[src/rtl/mux_arb_pkg.sv]
// rtl/mux_arb_pkg.sv - shared types, sizes and helpers for the round-robin lane arbiter
package mux_arb_pkg;

  localparam int NREQ  = 8;
  localparam int SEL_W = 3;

  typedef enum logic {
    IDLE  = 1'b0,
    GRANT = 1'b1
  } arb_state_t;

  // Binary index of a one-hot vector; zero vector maps to index 0.
  function automatic logic [SEL_W-1:0] onehot_to_idx(input logic [NREQ-1:0] oh);
    logic [SEL_W-1:0] idx;
    idx = '0;
    for (int i = 0; i < NREQ; i++) begin
      if (oh[i]) idx = idx | SEL_W'(i);
    end
    return idx;
  endfunction

endpackage

[src/rtl/rr_priority_pick.sv]
// rtl/rr_priority_pick.sv - circular first-set search starting at a given index
module rr_priority_pick
  import mux_arb_pkg::*;
(
  input  logic [NREQ-1:0]  req,
  input  logic [SEL_W-1:0] start,
  input  logic [SEL_W-1:0] mask_idx,
  input  logic             mask_en,
  output logic             found,
  output logic [SEL_W-1:0] idx
);

  // Walk start, start+1, ... wrapping mod NREQ; the masked index (current owner) is skipped.
  always_comb begin
    logic [SEL_W-1:0] cand;
    found = 1'b0;
    idx   = '0;
    cand  = '0;
    for (int k = 0; k < NREQ; k++) begin
      cand = start + SEL_W'(k);
      if (!found && req[cand] && !(mask_en && (cand == mask_idx))) begin
        found = 1'b1;
        idx   = cand;
      end
    end
  end

endmodule

[src/rtl/mux_rr_arbiter.sv]
// rtl/mux_rr_arbiter.sv - round-robin owner arbitration for a shared 8:1 bit-select lane
module mux_rr_arbiter
  import mux_arb_pkg::*;
#(
  parameter int MAX_HOLD = 4
)
(
  input  logic             clk,
  input  logic             rst_n,
  input  logic [NREQ-1:0]  req,
  input  logic [NREQ-1:0]  din,
  output logic [NREQ-1:0]  gnt,
  output logic [SEL_W-1:0] sel,
  output logic             busy,
  output logic             dout
);

  localparam int HOLD_W = (MAX_HOLD > 1) ? $clog2(MAX_HOLD) : 1;
  localparam logic [HOLD_W-1:0] HOLD_LAST = HOLD_W'(MAX_HOLD - 1);

  arb_state_t        state_q, state_d;
  logic [SEL_W-1:0]  ptr_q, ptr_d;
  logic [HOLD_W-1:0] hold_q, hold_d;
  logic [NREQ-1:0]   gnt_d;
  logic [SEL_W-1:0]  sel_d;
  logic              busy_d;

  logic [SEL_W-1:0]  owner;
  logic [SEL_W-1:0]  pick_start;
  logic              pick_mask_en;
  logic              pick_found;
  logic [SEL_W-1:0]  pick_idx;

  assign owner = onehot_to_idx(gnt);

  // While granting, search after the owner and never re-pick it; when idle, search from ptr.
  always_comb begin
    pick_start   = ptr_q;
    pick_mask_en = 1'b0;
    if (state_q == GRANT) begin
      pick_start   = owner + SEL_W'(1);
      pick_mask_en = 1'b1;
    end
  end

  rr_priority_pick u_pick (
    .req      (req),
    .start    (pick_start),
    .mask_idx (owner),
    .mask_en  (pick_mask_en),
    .found    (pick_found),
    .idx      (pick_idx)
  );

  // Next-state, hold counter and grant decisions.
  always_comb begin
    state_d = state_q;
    ptr_d   = ptr_q;
    hold_d  = hold_q;
    gnt_d   = gnt;
    sel_d   = sel;
    busy_d  = busy;
    case (state_q)
      IDLE: begin
        if (pick_found) begin
          state_d = GRANT;
          gnt_d   = NREQ'(1) << pick_idx;
          sel_d   = pick_idx;
          busy_d  = 1'b1;
          hold_d  = '0;
          ptr_d   = pick_idx + SEL_W'(1);
        end
      end
      GRANT: begin
        if (req[owner] && (!pick_found || (hold_q != HOLD_LAST))) begin
          // Owner keeps the lane; the counter saturates so a lone owner is never evicted.
          if (hold_q != HOLD_LAST) hold_d = hold_q + HOLD_W'(1);
        end else if (pick_found) begin
          // Either the hold budget ran out under contention or the owner let go.
          gnt_d  = NREQ'(1) << pick_idx;
          sel_d  = pick_idx;
          busy_d = 1'b1;
          hold_d = '0;
          ptr_d  = pick_idx + SEL_W'(1);
        end else begin
          state_d = IDLE;
          gnt_d   = '0;
          sel_d   = '0;
          busy_d  = 1'b0;
          hold_d  = '0;
        end
      end
      default: begin
        state_d = IDLE;
        gnt_d   = '0;
        sel_d   = '0;
        busy_d  = 1'b0;
        hold_d  = '0;
      end
    endcase
  end

  // Control and grant registers.
  always_ff @(posedge clk or negedge rst_n) begin
    if (!rst_n) begin
      state_q <= IDLE;
      ptr_q   <= '0;
      hold_q  <= '0;
      gnt     <= '0;
      sel     <= '0;
      busy    <= 1'b0;
    end else begin
      state_q <= state_d;
      ptr_q   <= ptr_d;
      hold_q  <= hold_d;
      gnt     <= gnt_d;
      sel     <= sel_d;
      busy    <= busy_d;
    end
  end

  // Registered mux stage: the current owner's bit, one cycle behind the grant.
  always_ff @(posedge clk or negedge rst_n) begin
    if (!rst_n) begin
      dout <= 1'b0;
    end else begin
      dout <= busy ? din[sel] : 1'b0;
    end
  end

endmodule
[config.mk]
export PLATFORM = sky130hd
export DESIGN_NAME = mux_rr_arbiter
export DESIGN_NICKNAME = d
export VERILOG_FILES = /design/src/rtl/mux_arb_pkg.sv /design/src/rtl/rr_priority_pick.sv /design/src/rtl/mux_rr_arbiter.sv
export SDC_FILE = /design/constraint.sdc
export NUM_CORES = 1
export LEC_CHECK = 0
export ABC_CLOCK_PERIOD_IN_PS = 5100
export BUFFER_PORTS_ARGS = -buffer_cell sky130_fd_sc_hd__buf_2
export CORE_UTILIZATION = 52
export DETAILED_ROUTE_END_ITERATION = 16
export GPL_TIMING_DRIVEN = 0
export HOLD_SLACK_MARGIN = 0.08
export PLACE_DENSITY_LB_ADDON = 0.15
export SETUP_SLACK_MARGIN = 0.5
export SKIP_CTS_REPAIR_TIMING = 1
export SLEW_MARGIN = 20
export SYNTH_ARGS = -nofsm -noshare
export SYNTH_HDL_FRONTEND = slang
export SYNTH_HIERARCHICAL = 1
export SYNTH_SLANG_ARGS = --single-unit
[constraint.sdc]
create_clock -name clk -period 5.1 [get_ports clk]
set_input_delay 0.255 -clock clk [delete_from_list [all_inputs] [get_ports clk]]
set_output_delay 0.255 -clock clk [all_outputs]
set_load 0.03 [all_outputs]
# [After elaboration in Yosys (flattened, before gate mapping)]
# Cells that the tools add are included.
[totals] register_bits=19 latchBits=0 ram_bits=0 romBits=0 inputBits=18 out_inout_bits=13 wordCells=151 mem_count=0
[op_classes] addsub=10 multipliers=0 n_div=0 magnitude_cmp=10 eq_ne=12 shifts=1 n_mux=67 bitwise=1 reduce_logical=43
[ops] cell="$mux W3" count=18
[ops] cell="$lt A3 B4 Y1 const B" count=10
[ops] cell="$bmux W1 S3" count=10
[ops] cell="$mux W1" count=25
[ops] cell="$eq A3 B3 Y1" count=8
[ops] cell="$logic_and A1 B1 Y1" count=24
[ops] cell="$mux W8" count=3
[ops] cell="$logic_not A1 Y1" count=16
[ops] cell="$pmux W8 S2" count=1
[ops] cell="$add A3 B3 Y3 const B" count=4
[ops] cell="$pmux W3 S2" count=2
[ops] cell="$mux W2" count=5
[ops] cell="$add A3 B1 Y3 const B" count=3
[ops] cell="$shl A1 B3 Y8 const A" count=1
[ops] cell="$add A3 B2 Y3 const B" count=2
[ops] cell="$ne A2 B2 Y1 const B" count=3
[ops] cell="$pmux W1 S2" count=2
[ops] cell="$pmux W2 S2" count=1
[ops] cell="$reduce_and A2 Y1" count=2
[ops] cell="$ne A3 B3 Y1 const B" count=1
[ops] cell="$add A2 B1 Y2 const B" count=1
[ops] cell="$logic_or A1 B1 Y1" count=1
[ops] cell="$not A1 Y1" count=1

# [Longest topological paths before layout]
[logic_depth] word_depth=47 ltp_mapped=19 mapped_depth_nobuf=16

# [Hierarchy]
# The synthesis kept the hierarchy.
[modules_own_cells] module="mux_rr_arbiter" n_inst=1 cells_each=82 area_each_um2=1078.5 seq_area_each_um2=475.5
[modules_own_cells] module="rr_priority_pick" n_inst=1 cells_each=115 area_each_um2=954.7 seq_area_each_um2=0.0

# [Worst setup path before layout]
# OpenSTA, ideal clock, no wires.
[synth_timing] kind="register to register" start="register gnt[7]" end="register ptr_q[1]" setup_time_ns=0.125 t_arrival_ns=5.111 t_required_ns=4.975 path_slack_ns=-0.136 stages_incl_launch_ff=19 n_path_buf=3 synth_period_minus_slack_ns=5.236 cell_sequence="dfrtp_1 > or4_2 > ha_1 > mux2_2 > buf_6 > buf_2 > inv_1 > ha_1 > clkbuf_1 > mux4_2 > o31ai_1 > mux2_4 > or4b_4 > nor3_2 > nor2_1 > o21ai_1 > inv_1 > ha_1 > mux2_2"
[synth_via] elab_chain_len=40 elab_cells_between_ends=98 cone_classes="9 x add/sub; 9 x eq/ne; 39 x mux; 41 x reduce/logical"
[synth_rtl] item="from (decl)" line="mux_rr_arbiter.sv:12" source="output logic [NREQ-1:0] gnt,"
[synth_rtl] item="from (signal assigned)" line="mux_rr_arbiter.sv:116" source="gnt <= gnt_d;"
[synth_rtl] item="$mux W3 *" line="mux_arb_pkg.sv:17" source="if (oh[i]) idx = idx | SEL_W'(i);"
[synth_rtl] item="named net owner[1]" line="mux_rr_arbiter.sv:28" source="logic [SEL_W-1:0] owner;"
[synth_rtl] item="$add A3 B1 Y3 *" line="mux_rr_arbiter.sv:41" source="pick_start = owner + SEL_W'(1);"
[synth_rtl] item="$mux W3 *" line="mux_rr_arbiter.sv:40" source="if (state_q == GRANT) begin"
[synth_rtl] item="named net pick_start[1]" line="mux_rr_arbiter.sv:29" source="logic [SEL_W-1:0] pick_start;"
[synth_rtl] item="branches (longest 32 deep; another with $add A3 B1 Y3)"
[synth_rtl] item="$mux W3 *" line="rr_priority_pick.sv:21" source="if (!found && req[cand] && !(mask_en && (cand == mask_idx))) begin"
[synth_rtl] item="named net pick_idx[0]" line="mux_rr_arbiter.sv:32" source="logic [SEL_W-1:0] pick_idx;"
[synth_rtl] item="$add A3 B1 Y3 *" line="mux_rr_arbiter.sv:71, mux_rr_arbiter.sv:84"
[synth_rtl] item="$mux W3 *" line="mux_rr_arbiter.sv:65, mux_rr_arbiter.sv:78"
[synth_rtl] item="$mux W3" line="mux_rr_arbiter.sv:75" source="if (req[owner] && (!pick_found || (hold_q != HOLD_LAST))) begin"
[synth_rtl] item="$pmux W3 S2 *" line="mux_rr_arbiter.sv:63" source="case (state_q)"
[synth_rtl] item="to (signal assigned)" line="mux_rr_arbiter.sv:114" source="ptr_q <= ptr_d;"
[synth_rtl] item="to (decl)" line="mux_rr_arbiter.sv:22" source="logic [SEL_W-1:0] ptr_q, ptr_d;"
# Mark *: on every way through the listed nets, which the timed path passes. The select of a mux whose other input is x is not followed.
# A chain may end at the register's enable or synchronous reset.

# [Final worst setup path]
[layout_timing] start="register gnt[6]" end="register ptr_q[1]"
[layout_via] elab_chain_len=41 elab_cells_between_ends=99 cone_classes="9 x add/sub; 9 x eq/ne; 40 x mux; 41 x reduce/logical"
[layout_rtl] item="$mux W3 * (2 in a row)" line="mux_arb_pkg.sv:17"
[layout_rtl] item="named net owner[1]" line="mux_rr_arbiter.sv:28"
[layout_rtl] item="$add A3 B1 Y3 *" line="mux_rr_arbiter.sv:41"
[layout_rtl] item="$mux W3 *" line="mux_rr_arbiter.sv:40"
[layout_rtl] item="named net pick_start[1]" line="mux_rr_arbiter.sv:29"
[layout_rtl] item="branches (longest 32 deep; another with $add A3 B1 Y3)"
[layout_rtl] item="$mux W3 *" line="rr_priority_pick.sv:21"
[layout_rtl] item="named net pick_idx[0]" line="mux_rr_arbiter.sv:32"
[layout_rtl] item="$add A3 B1 Y3 *" line="mux_rr_arbiter.sv:71, mux_rr_arbiter.sv:84"
[layout_rtl] item="$mux W3 *" line="mux_rr_arbiter.sv:65, mux_rr_arbiter.sv:78"
[layout_rtl] item="$mux W3" line="mux_rr_arbiter.sv:75"
[layout_rtl] item="$pmux W3 S2 *" line="mux_rr_arbiter.sv:63"
# Marked as above.

==> results.sh <==
export IMPL_htree_levels=1
export IMPL_end_kind="register"
export IMPL_setup_viol=0
export IMPL_core_area_um2=3720
export IMPL_tns_ps=0
export IMPL_cts_sinks=19
export IMPL_fill_cells=267
export IMPL_antenna_left=0
export IMPL_io_pins=31
export IMPL_cts_tree="yes"
export IMPL_maxCapViolCount=0
export IMPL_ys_seq_area_share_pct=23.4
export IMPL_synth_main_ff_cell="dfrtp_1"
export IMPL_num_vias=1904
export IMPL_grt_antenna_before_repair=0
export IMPL_syn_nets=225
export IMPL_firstDrtPassIters=4
export IMPL_final_hold_violation_count=0
export IMPL_grt_pass1_wl_mm=8.01
export IMPL_synth_most_common_cell="dfrtp_1"
export IMPL_slew_viol_final=0
export IMPL_syn_cell_area_um2=2030
export IMPL_cts_root_buf="clkbuf_8"
export IMPL_wl_per_cell_um=18.1
export IMPL_synth_edf_count=0
export IMPL_synthTopCellsByArea="dfrtp_1, mux4_2, ha_1, mux2_2, a32o_1"
export IMPL_avgSynthCellArea_um2=10.3
export IMPL_drt_iter0_drc=181
export IMPL_grt_usage_pct=24.6
export IMPL_ys_warn_count=6
export IMPL_worstSkewPairLatency_ps=260
export IMPL_r2r_setup_slack_ps=430
export IMPL_fin_crit_ps=4670
export IMPL_postLayoutCoreUtil_pct=73.4
export IMPL_fin_skew_ps=6.67
export IMPL_start_util_pct=54.7
export IMPL_postSynth_asyncResetShare_pct=100
export IMPL_critPathArrivalTime_ps=4810
export IMPL_wl_mm=5.51
export IMPL_fp_dieW_um=64.5
export IMPL_cts_buffers=3
export IMPL_diodes=0
export IMPL_drive_gt1_share_pct=52.1
export IMPL_viasPerCell=6.24
export IMPL_die_area_um2=4160
export IMPL_path_max_fanout=5
export IMPL_nets=286
export IMPL_crit_type="reg -> reg"
export IMPL_fmax_ghz=0.214
export IMPL_synth_common_cells="dfrtp_1, inv_1, nor2_1"
export IMPL_status="completed"
export IMPL_place_congestion=0.900
export IMPL_grt_setup_unrepaired="true"
export IMPL_grt_max_degree=20
export IMPL_tightest_slew_ps=676
export IMPL_overflow=0
export IMPL_ys_ff_latch=19
export IMPL_clkSlewWorstSetupHoldPaths_ps=80
export IMPL_cts_max_path_buffers=2
export IMPL_reg2regPathDepth=18
export IMPL_synth_cell_type_count=61
export IMPL_portBuffers=30
export IMPL_row_count=22
export IMPL_timing_rr_start="gnt[6]$_DFFE_PN0P_"
export IMPL_synth_top_area_share_pct=23.4
export IMPL_r2r_end="ptr_q[1]$_DFFE_PN0P_"
export IMPL_die_h_um=64.5
export IMPL_critPathRequiredTime_ps=5240
export IMPL_holdCritPathClass="in -> async"
export IMPL_drc=0
export IMPL_synth_top_area_cell="dfrtp_1"
export IMPL_dp_hpwl_mm=3.83
export IMPL_slew_headroom_pct=54.6
export IMPL_syn2layout_area_growth_pct=34.2
export IMPL_finalCritPeriodShare_pct=91.5
export IMPL_cp_start_kind="register"
export IMPL_syn_inst=197
export IMPL_grt_pass1_vias=1692
export IMPL_whs_ps=462
[cell type report]
| type | count | area [um2] | share of cell area [%] |
|---|---|---|---|
| Multi-Input combinational cell | 155 | 1620 | 59.3 |
| Buffer | 10 | 114 | 4.17 |
| Clock inverter | 1 | 5.00 | 0.183 |
| Inverter | 13 | 61.3 | 2.25 |
| Tap cell | 48 | 60.1 | 2.20 |
| Clock buffer | 3 | 41.3 | 1.51 |
| Timing Repair Buffer | 56 | 348 | 12.7 |
| Sequential cell | 19 | 480 | 17.6 |
[kinds of logic after synthesis]
| kind of cell | synth area share, % |
|---|---|
| adders and majority gates | 6.15 |
| buffers and inverters | 6.28 |
| AOI/OAI and AO/OA | 22.4 |
| muxes | 21.5 |
| DFF | 23.4 |
| and+or+nand+nor | 14.4 |
| xor gates and xnor gates | 5.85 |
[critical path, cell delays in order, from the launching register on]
cell	delay [ps]
dfrtp_2	430
or4_4	570
ha_4	230
mux2_4	280
buf_12	140
buf_12	130
clkinv_8	40
ha_4	210
buf_8	130
mux4_2	350
o311ai_4	140
o21ai_4	130
or4b_4	580
nor3_4	240
nor2_1	100
o21ai_2	260
inv_2	100
ha_4	240
mux2_2	250
[worst max path at each step]
stage	from	to	slack [ps]	cells after the start
CTS	gnt[7]$_DFFE_PN0P_	ptr_q[1]$_DFFE_PN0P_	20	19
floorplan	gnt[7]$_DFFE_PN0P_	ptr_q[1]$_DFFE_PN0P_	500	18
global placement	gnt[7]$_DFFE_PN0P_	ptr_q[1]$_DFFE_PN0P_	190	19
global route	gnt[5]$_DFFE_PN0P_	ptr_q[2]$_DFFE_PN0P_	320	19
finish	gnt[6]$_DFFE_PN0P_	ptr_q[1]$_DFFE_PN0P_	430	18
detailed placement	gnt[7]$_DFFE_PN0P_	ptr_q[1]$_DFFE_PN0P_	40	19
[per-layer routing]
metal / vias to the layer above / part of all wire (%) / GRT usage (%)
li1: 892 / - / -
met1: 950 / 44 / 35.4
met2: 55 / 51 / 40.0
met3: 7 / 4.1 / 3.70
met4: 0 / 0.69 / 3.06
met5: - / 0 / 0
[through the flow]
stage | cells | area (um2) | worst slack [ps]
final | 305 | 2730 | 433
after CTS | 279 | 2390 | 16.7
after global placement | 275 | 2340 | 185
after detailed placement | 275 | 2340 | 42.8
after floorplan | 197 | 2130 | 502
after global routing | 305 | 2730 | 323
[sequential cells by signal, indices dropped and copies added (netlist names)]
signal	count
sel	3
hold_q	2
state_q	1
busy	1
dout	1
gnt	8
ptr_q	3
[cells in the final DEF, fill, tap and decap left out, drive strengths merged, types with 3 or more instances in the layout]
| cell type | netlist | final |
|---|---|---|
| a21oi | 5 | 5 |
| a22o | 4 | 4 |
| a32o | 6 | 6 |
| buf | 8 | 64 |
| clkbuf | 2 | 4 |
| dfrtp | 19 | 19 |
| ha | 10 | 10 |
| inv | 13 | 12 |
| mux2 | 10 | 10 |
| mux2i | 4 | 4 |
| mux4 | 12 | 12 |
| nand2 | 10 | 10 |
| nand2b | 6 | 6 |
| nand3 | 7 | 7 |
| nand4 | 3 | 3 |
| nor2 | 12 | 12 |
| nor2b | 3 | 3 |
| nor4 | 5 | 5 |
| o21ai | 11 | 11 |
| o31ai | 3 | 3 |
| xnor2 | 4 | 4 |
| xor2 | 6 | 6 |
Power is left out: the tool's default activity adds up to more than one toggle a clock period on the data nets, which glitch-free logic cannot reach.
